## config.mk

```make
export PLATFORM = sky130hd
export DESIGN_NAME = id_ex_stage
export DESIGN_NICKNAME = d
export VERILOG_FILES = /design/src/rtl/id_ex_stage_pkg.sv /design/src/rtl/id_ex_stage_fwd_mux.sv /design/src/rtl/id_ex_stage.sv
export SDC_FILE = /design/constraint.sdc
export NUM_CORES = 1
export LEC_CHECK = 0
export ABC_AREA = 1
export CAP_MARGIN = 20
export CORE_MARGIN = 4
export CORE_UTILIZATION = 41
export CTS_CLUSTER_DIAMETER = 200
export DETAILED_ROUTE_END_ITERATION = 10
export PLACE_DENSITY = 0.84
export SYNTH_ARGS = -nofsm -noshare
export SYNTH_HDL_FRONTEND = slang
export SYNTH_SLANG_ARGS = --single-unit
```

## constraint.sdc

```tcl
create_clock -name clk -period 1.75 [get_ports clk]
set_clock_uncertainty 0.15 [all_clocks]
set_input_delay 0.35 -clock clk [delete_from_list [all_inputs] [get_ports clk]]
set_output_delay 0.35 -clock clk [all_outputs]
set_load 0.005 [all_outputs]
```

## src/rtl/id_ex_stage_pkg.sv

```systemverilog
// Shared definitions for the ID/EX pipeline register: widths, ALU function
// groups, the bubble function code and write-back select encodings.
package id_ex_stage_pkg;

  localparam int DATA_W = 32;
  localparam int REG_AW = 5;

  // alu_fun[5:4] selects the ALU function group
  localparam logic [1:0] ALU_GRP_ARITH = 2'b00;
  localparam logic [1:0] ALU_GRP_LOGIC = 2'b01;
  localparam logic [1:0] ALU_GRP_SHIFT = 2'b10;
  localparam logic [1:0] ALU_GRP_CMP   = 2'b11;

  localparam logic [5:0] ALUFUN_BUBBLE = 6'd0;

  localparam logic [1:0] M2R_ALU = 2'd0;
  localparam logic [1:0] M2R_MEM = 2'd1;
  localparam logic [1:0] M2R_PC  = 2'd2;

endpackage

```

## src/rtl/id_ex_stage_fwd_mux.sv

```systemverilog
// Per-operand forward select: EX/MEM beats MEM/WB beats the stored value;
// register 0 is never forwarded.
module fwd_mux #(
  parameter int DATA_W = 32,
  parameter int REG_AW = 5
) (
  input  logic [REG_AW-1:0] src_addr,
  input  logic [DATA_W-1:0] src_data,
  input  logic              exm_regwr,
  input  logic [REG_AW-1:0] exm_wr_addr,
  input  logic [DATA_W-1:0] exm_data,
  input  logic              mwb_regwr,
  input  logic [REG_AW-1:0] mwb_wr_addr,
  input  logic [DATA_W-1:0] mwb_data,
  output logic [DATA_W-1:0] fwd_data
);

  logic src_nz;
  assign src_nz = |src_addr;

  always_comb begin
    fwd_data = src_data;
    if (src_nz && exm_regwr && (exm_wr_addr == src_addr))
      fwd_data = exm_data;
    else if (src_nz && mwb_regwr && (mwb_wr_addr == src_addr))
      fwd_data = mwb_data;
  end

endmodule

```

## src/rtl/id_ex_stage.sv

```systemverilog
// ID/EX pipeline register feeding the EX-stage ALU, with operand forwarding
// from EX/MEM and MEM/WB and load-use hazard detection.
module id_ex_stage #(
  parameter int DATA_W = id_ex_stage_pkg::DATA_W,
  parameter int REG_AW = id_ex_stage_pkg::REG_AW
) (
  input  logic              clk,
  input  logic              reset,
  input  logic              stall,
  input  logic              flush,
  input  logic              id_valid,
  input  logic [REG_AW-1:0] id_rs_addr,
  input  logic [REG_AW-1:0] id_rt_addr,
  input  logic [DATA_W-1:0] id_rs_data,
  input  logic [DATA_W-1:0] id_rt_data,
  input  logic [DATA_W-1:0] id_imm,
  input  logic [4:0]        id_shamt,
  input  logic [REG_AW-1:0] id_wr_addr,
  input  logic [5:0]        id_alufun,
  input  logic              id_sign,
  input  logic              id_alusrc1,
  input  logic              id_alusrc2,
  input  logic              id_regwr,
  input  logic              id_memrd,
  input  logic              id_memwr,
  input  logic [1:0]        id_memtoreg,
  input  logic              exm_regwr,
  input  logic [REG_AW-1:0] exm_wr_addr,
  input  logic [DATA_W-1:0] exm_data,
  input  logic              mwb_regwr,
  input  logic [REG_AW-1:0] mwb_wr_addr,
  input  logic [DATA_W-1:0] mwb_data,
  output logic [DATA_W-1:0] alu_a,
  output logic [DATA_W-1:0] alu_b,
  output logic [5:0]        alu_fun,
  output logic              alu_sign,
  output logic [DATA_W-1:0] ex_rt_fwd,
  output logic              ex_valid,
  output logic              ex_regwr,
  output logic              ex_memrd,
  output logic              ex_memwr,
  output logic [1:0]        ex_memtoreg,
  output logic [REG_AW-1:0] ex_wr_addr,
  output logic              load_use
);
  import id_ex_stage_pkg::*;

  typedef struct packed {
    logic              valid;
    logic [REG_AW-1:0] rs_addr;
    logic [REG_AW-1:0] rt_addr;
    logic [DATA_W-1:0] rs_data;
    logic [DATA_W-1:0] rt_data;
    logic [DATA_W-1:0] imm;
    logic [4:0]        shamt;
    logic [REG_AW-1:0] wr_addr;
    logic [5:0]        alufun;
    logic              sign;
    logic              alusrc1;
    logic              alusrc2;
    logic              regwr;
    logic              memrd;
    logic              memwr;
    logic [1:0]        memtoreg;
  } stage_t;

  stage_t            stage_q, stage_d;
  logic [DATA_W-1:0] fwd_rs, fwd_rt;

  fwd_mux #(.DATA_W(DATA_W), .REG_AW(REG_AW)) u_fwd_rs (
    .src_addr(stage_q.rs_addr), .src_data(stage_q.rs_data),
    .exm_regwr(exm_regwr), .exm_wr_addr(exm_wr_addr), .exm_data(exm_data),
    .mwb_regwr(mwb_regwr), .mwb_wr_addr(mwb_wr_addr), .mwb_data(mwb_data),
    .fwd_data(fwd_rs)
  );

  fwd_mux #(.DATA_W(DATA_W), .REG_AW(REG_AW)) u_fwd_rt (
    .src_addr(stage_q.rt_addr), .src_data(stage_q.rt_data),
    .exm_regwr(exm_regwr), .exm_wr_addr(exm_wr_addr), .exm_data(exm_data),
    .mwb_regwr(mwb_regwr), .mwb_wr_addr(mwb_wr_addr), .mwb_data(mwb_data),
    .fwd_data(fwd_rt)
  );

  always_comb begin
    stage_d = stage_q;
    if (flush) begin
      stage_d        = '0;
      stage_d.alufun = ALUFUN_BUBBLE;
    end else if (stall) begin
      // producers may retire while we hold; capture what they forwarded
      stage_d.rs_data = fwd_rs;
      stage_d.rt_data = fwd_rt;
    end else begin
      stage_d.valid    = id_valid;
      stage_d.rs_addr  = id_rs_addr;
      stage_d.rt_addr  = id_rt_addr;
      stage_d.rs_data  = id_rs_data;
      stage_d.rt_data  = id_rt_data;
      stage_d.imm      = id_imm;
      stage_d.shamt    = id_shamt;
      stage_d.wr_addr  = id_wr_addr;
      stage_d.alufun   = id_alufun;
      stage_d.sign     = id_sign;
      stage_d.alusrc1  = id_alusrc1;
      stage_d.alusrc2  = id_alusrc2;
      stage_d.regwr    = id_regwr;
      stage_d.memrd    = id_memrd;
      stage_d.memwr    = id_memwr;
      stage_d.memtoreg = id_memtoreg;
    end
  end

  always_ff @(posedge clk) begin
    if (reset) stage_q <= '0;
    else       stage_q <= stage_d;
  end

  assign alu_a       = stage_q.alusrc1 ? {{(DATA_W-5){1'b0}}, stage_q.shamt} : fwd_rs;
  assign alu_b       = stage_q.alusrc2 ? stage_q.imm : fwd_rt;
  assign ex_rt_fwd   = fwd_rt;
  assign alu_fun     = stage_q.alufun;
  assign alu_sign    = stage_q.sign;
  assign ex_valid    = stage_q.valid;
  assign ex_regwr    = stage_q.regwr;
  assign ex_memrd    = stage_q.memrd;
  assign ex_memwr    = stage_q.memwr;
  assign ex_memtoreg = stage_q.memtoreg;
  assign ex_wr_addr  = stage_q.wr_addr;

  assign load_use = stage_q.valid & stage_q.memrd & (|stage_q.wr_addr) &
                    ((stage_q.wr_addr == id_rs_addr) | (stage_q.wr_addr == id_rt_addr));

endmodule
```

## Word level (Yosys, flattened, before mapping)

Index checks and enable logic that the tools add are counted.

| storage, ports and cells | value |
|---|---|
| register bits | 131 |
| input bits | 211 |
| output and inout port bits | 115 |
| logic and storage cells | 45 |

| operators by class | value |
|---|---|
| equality and inequality tests | 6 |
| mux-type cells | 7 |
| bitwise logic cells | 4 |
| reduce and logical (&&, ||, !) cells | 12 |

Operator list:

| cell | number |
|---|---|
| 2-to-1 mux 32 bit | 6 |
| 2-to-1 mux 64 bit | 1 |
| equality test 5 bit | 6 |
| OR reduction 5 bit | 3 |
| logical AND 1 bit | 8 |
| bitwise AND 1 bit | 3 |
| OR reduction 2 bit | 1 |
| OR 1 bit | 1 |

## Longest topological paths before layout

| logic depth | value |
|---|---|
| depth in word-level cells | 6 |
| mapped depth | 13 |
| gate-level depth less buffers | 12 |

## By module

From an unflattened synthesis, not the netlist that was laid out.

| second synthesis, totals | value |
|---|---|
| cell total of the unflattened synthesis | 1306 |
| area total of the unflattened synthesis | 8227.9 um^2 |

By module, submodules not included:

| module | instances | cells each | area each (um^2) | sequential area each (um^2) |
|---|---|---|---|---|
| id_ex_stage | 1 | 730 | 5632.9 | 2622.5 |
| fwd_mux | 2 | 288 | 1297.5 | 0.0 |

## Worst setup path before layout

Ideal clock, no wire load.

| timing path | value |
|---|---|
| path kind | reg2out |
| start point | reg stage_q[124] (netlist bit) |
| end point | out alu_b[10] |
| arrival time | 1278 ps |
| required time | 1250 ps |
| path slack | -28 ps |
| cell stages (with the launch flop) | 11 |
| path buffers | 1 |
| cell sequence | dfxtp_1 > inv_1 > nand2_1 > nor2_2 > nor2_1 > nand2_2 > buf_4 > nand3_2 > nand2_2 > nand2_1 > nand2_1 |

| on the way | value |
|---|---|
| cells in the longest elaborated chain, start to end | 6 |
| elaborated cells on any way between the ends | 10 |
| those cells by class | 2 x eq/ne; 3 x mux; 5 x reduce/logical |

RTL lines:

| item | RTL line | RTL |
|---|---|---|
| start: declaration | id_ex_stage.sv:67 | `stage_t stage_q, stage_d;` |
| start signal: assignment | id_ex_stage.sv:115 | `else stage_q <= stage_d;` |
| OR reduction 5 bit | id_ex_stage_fwd_mux.sv:19 | `assign src_nz = \|src_addr;` |
| logical AND 1 bit (2 in series) | id_ex_stage_fwd_mux.sv:25 | `else if (src_nz && mwb_regwr && (mwb_wr_addr == src_addr))` |
| 2-to-1 mux 32 bit | id_ex_stage_fwd_mux.sv:25 |  |
| 2-to-1 mux 32 bit * | id_ex_stage_fwd_mux.sv:23 | `if (src_nz && exm_regwr && (exm_wr_addr == src_addr))` |
| net ex_rt_fwd[10] | id_ex_stage.sv:37 | `output logic [DATA_W-1:0] ex_rt_fwd,` |
| 2-to-1 mux 32 bit * | id_ex_stage.sv:119 | `assign alu_b = stage_q.alusrc2 ? stage_q.imm : fwd_rt;` |
| end: declaration | id_ex_stage.sv:34 | `output logic [DATA_W-1:0] alu_b,` |

The timed path passes the listed nets; every way through them passes the cells marked *.

## Final worst setup path

| timing path | value |
|---|---|
| start point | reg stage_q[127] (netlist bit) |
| end point | out alu_a[26] |

| on the way | value |
|---|---|
| cells in the longest elaborated chain, start to end | 6 |
| elaborated cells on any way between the ends | 10 |
| those cells by class | 2 x eq/ne; 3 x mux; 5 x reduce/logical |

RTL lines:

| item | RTL line | RTL |
|---|---|---|
| OR reduction 5 bit | id_ex_stage_fwd_mux.sv:19 |  |
| logical AND 1 bit (2 in series) | id_ex_stage_fwd_mux.sv:25 |  |
| 2-to-1 mux 32 bit | id_ex_stage_fwd_mux.sv:25 |  |
| 2-to-1 mux 32 bit * | id_ex_stage_fwd_mux.sv:23 |  |
| 2-to-1 mux 32 bit * | id_ex_stage.sv:118 | `assign alu_a = stage_q.alusrc1 ? {{(DATA_W-5){1'b0}}, stage_q.shamt} : fwd_rs;` |
| end: declaration | id_ex_stage.sv:33 | `output logic [DATA_W-1:0] alu_a,` |

Mark *: on every way between the ends. The rest lies on a longest branch, timed or not.

==> flow_summary.yaml <==
yosys:
  synthesis.instances: 1387
  synthesis.area_per_instance_um2: 6.04
  ys_seq_elements: 131
  ys_seq_area_frac: 0.313
  yosysMostFrequentCell: "sky130_fd_sc_hd__nand2_1"
  mappedNetlistNets: 1598
  synth_top_area_cell: "sky130_fd_sc_hd__dfxtp_1"
  yosys_most_used_dff: "sky130_fd_sc_hd__dfxtp_1"
  synth_area_um2: 8380
  synth_top_cells_by_count: "sky130_fd_sc_hd__nand2_1, sky130_fd_sc_hd__nand3_1, sky130_fd_sc_hd__inv_1"
  synth.distinct_cells: 26
  ys_top_cells_by_area: "sky130_fd_sc_hd__dfxtp_1, sky130_fd_sc_hd__nand2_1, sky130_fd_sc_hd__nand3_1"
  post_synth_edffs: 0
  ys.warnings.count: 0
  synthArstFlopShare: 0
  synth_top_area_frac: 0.313
timing:
  final_max_slew_viol_count: 0
  fin_crit_sh: 1.76
  layout_setup_ws_ns: -1.33
  final.min_clock_period_ns: 3.08
  max-slew-margin-rel: 0.593
  unrepaired_setup_endpoints_after_global_routing: "true"
  setup-tns-final_ns: -121.18
  setup-violations-final: 161
  max_freq_mhz: 324
  hold_viol_final: 0
  timing.hold.ws_ns: 0.173
  slew_worst_pin_ns: 0.609
power:
  ir_drop_worst_case_vdd_uv: 707
  power.clock.fraction: 0.386
  switching_part_of_the_total: 0.319
  power.switching_mw: 3.32
  power_frac_seq: 0.305
  p_leak_nw: 8.54
  power.internal_mw: 7.08
  p_per_area_nw_per_um2: 569
  power.combinational.fraction: 0.309
placed_design:
  port_buffers: 325
  dpl.hpwl_mm: 23.7
  numPlacedInstances: 1985
  weighted_congestion_at_the_end_of_routability_driven_global_placement: 0.884
  detailed_place.area_um2: 12400
setup_path:
  cp_slowest_stage_delay_ns: 0.38
  crit_top_cell: "sky130_fd_sc_hd__nand2_1"
  timing_worst_setup_path_type: "reg -> out"
  worst_ep_required_time_ns: 1.25
  timing.critical_path.from_type: "flop"
  worstPathCellList: "inv_4 -> nand2_1 -> nand2_2 -> nand2_4 -> nor2_4 -> nand2_8 -> buf_12 -> nand2_1 -> nand3_2 -> a21oi_2 -> buf_2"
  crit_path_end_kind: "primary output"
  worst_r2r_path_depth: 20
  crit_slowest_cell: "sky130_fd_sc_hd__dfxtp_4"
  timing.critical_path.depth: 11
  cpLargestDelayFamily: "simple AND/OR/NAND/NOR gates"
  crit_buf_inv: 3
  crit_fanout: 6
  worst_ep_arrival_time_ns: 2.58
min_path:
  worst_hold_path.num_cells: 3
  min-delay-path-class: "in -> reg"
floorplan:
  boundaryPins: 326
  floorplan.die.height_um: 151
  die_area_um2: 22800
  design.core.area_um2: 20200
  core.rowCount: 52
  floorplan.initialDensity: 0.415
  die-width_um: 151
cts:
  clk_sinks: 131
  cts.reportedPaths.clkPinSlew_ns: 0.06
  cts_buffer_depth: 2
  clk_root_buffer_cell: "sky130_fd_sc_hd__clkbuf_16"
  cts_htree_levels: 4
  insertion_delay_ns: 0.43
  numCtsBuffers: 17
  cts_tree: "done"
global_routing:
  globalRouteOverflowTotal: 0
  grt_max_degree: 56
  grt_pass1_vias: 12507
  number_of_antenna_violations_at_the_first_check_in_global_routing: 4
  grt_usage: 0.384
  wire_length_of_the_first_global_routing_pass_mm: 67.4
cells_and_area:
  area_delta_synth_final_pct: 118
  design.final.nets: 2145
  nFillCells: 801
  drive_above_1_share: 0.466
  layout.cells.non_filler: 2221
  postLayoutCellArea_um2: 18300
drt:
  vias: 13650
  drc: 0
  wl_met2_mm: 27.4
  drt_pre_antenna_iters: 7
  routed.top_layer: "met5"
  initialDrtViolationCount: 1536
  post_drt_wl_per_cell_um: 27.4
  viasPerCell: 6.15
  routed-wl-met3_mm: 7.95
  totalWireLength_mm: 60.8
  postRouteAntennaNets: 0
  wl_met1_mm: 18.4
status:
  run_status: "finished with violations"
  violations: "negative setup slack"
job:
  total_of_max_cap_violations: 0
## sequential cells by signal, summed over array words and instances (netlist names)
| register | flops |
|---|---|
| stage_q | 113 |
| ex_memtoreg | 2 |
| alu_sign | 1 |
| ex_memrd | 1 |
| alu_fun | 6 |
| ex_memwr | 1 |
| ex_valid | 1 |
| ex_regwr | 1 |
| ex_wr_addr | 5 |
## power by group through the flow
stage               sequential, mW  combinational (mW)  clock, mW
floorplan                     3.20               0.819          0
global placement              3.21                1.90          0
detailed placement            3.22                1.93          0
CTS                           3.15                2.43       3.91
global route                  3.18                3.30       4.09
finish                        3.18                3.22       4.01
## layout make-up
class / count / area (µm²) / share of cell area
multi-input combinational: 970 / 7080 / 0.388
timing repair buffer: 628 / 6810 / 0.373
sequential: 131 / 2670 / 0.146
inverter: 186 / 726 / 0.0397
clock buffer: 19 / 453 / 0.0248
tap: 270 / 338 / 0.0185
clock inverter: 13 / 181 / 0.00993
antenna: 4 / 10.0 / 0.000548
## cells by family after synthesis
| logic type | after synthesis | synth area share |
|---|---|---|
| buffers and inverters | 286 | 0.148 |
| and+or+nand+nor | 861 | 0.465 |
| DFF | 131 | 0.313 |
| AOI/OAI and AO/OA | 98 | 0.0629 |
| xor gates and xnor gates | 11 | 0.0115 |
## worst register-to-register path: cells and delay by family (launching register included)
| family | cells | cell delay, ns |
|---|---|---|
| buffers and inverters | 13 | 1.68 |
| and+or+nand+nor | 7 | 0.67 |
| DFF | 1 | 0.34 |
## metal layers
metal / GRT usage / up-vias
met2: 0.662 / 1368
met1: 0.416 / 6267
li1: - / 5388
met3: 0.0978 / 625
met5: 0 / -
met4: 0.248 / 2
## what timing repair did
item | in CTS | in global routing
hold endpoints to repair | 0 | 0
gates resized for setup | 862 | 408
endpoints found under the setup margin | 179 | 162
hold buffers | 0 | 0
setup buffers | 132 | 86
pin swaps | 147 | 169
gates cloned | 21 | 10
## path summary, 6_finish.rpt
kind | from | to | slack, ns
max | stage_q[127]$_SDFFE_PP0N_ | alu_a[26] | -1.33
min | stall | stage_q[53]$_SDFFE_PP0N_ | 0.17
max reg2reg | stage_q[123]$_SDFFE_PP0N_ | stage_q[87]$_SDFF_PP0_ | -1.16
min reg2reg | ex_memtoreg[1]$_SDFFE_PP0N_ | ex_memtoreg[1]$_SDFFE_PP0N_ | 0.30
## per-stage QoR
step	total power, mW	setup slack (ns)	util
finish	10.4	-1.33	0.906
global route	10.6	-1.45	0.905
CTS	9.48	-1.07	0.797
detailed placement	5.15	-1.33	0.616
global placement	5.12	-1.31	0.616
floorplan	4.02	-0.0280	-
## cells in the final DEF, fill, tap and decap left out, types with 9 or more instances in the layout
cell type                           n
sky130_fd_sc_hd__dfxtp_4            9
sky130_fd_sc_hd__nand3_4          102
sky130_fd_sc_hd__nor2_1           143
sky130_fd_sc_hd__clkdlybuf4s50_1  190
sky130_fd_sc_hd__nand3_2          108
sky130_fd_sc_hd__inv_1            159
sky130_fd_sc_hd__nand2_4           72
sky130_fd_sc_hd__inv_2             17
sky130_fd_sc_hd__inv_4              9
sky130_fd_sc_hd__nand2_2           99
sky130_fd_sc_hd__dlygate4sd2_1     34
sky130_fd_sc_hd__a211oi_1          12
sky130_fd_sc_hd__a21oi_2           27
sky130_fd_sc_hd__dfxtp_1          113
sky130_fd_sc_hd__buf_2             65
sky130_fd_sc_hd__clkbuf_16         25
sky130_fd_sc_hd__dfxtp_2            9
sky130_fd_sc_hd__buf_8             18
sky130_fd_sc_hd__buf_16            13
sky130_fd_sc_hd__buf_6            150
sky130_fd_sc_hd__buf_4             95
sky130_fd_sc_hd__nand2_1          292
sky130_fd_sc_hd__buf_12            51
sky130_fd_sc_hd__a21oi_1           56
sky130_fd_sc_hd__nand3_1           21
Note: power is estimated with default switching activity, not from simulation.
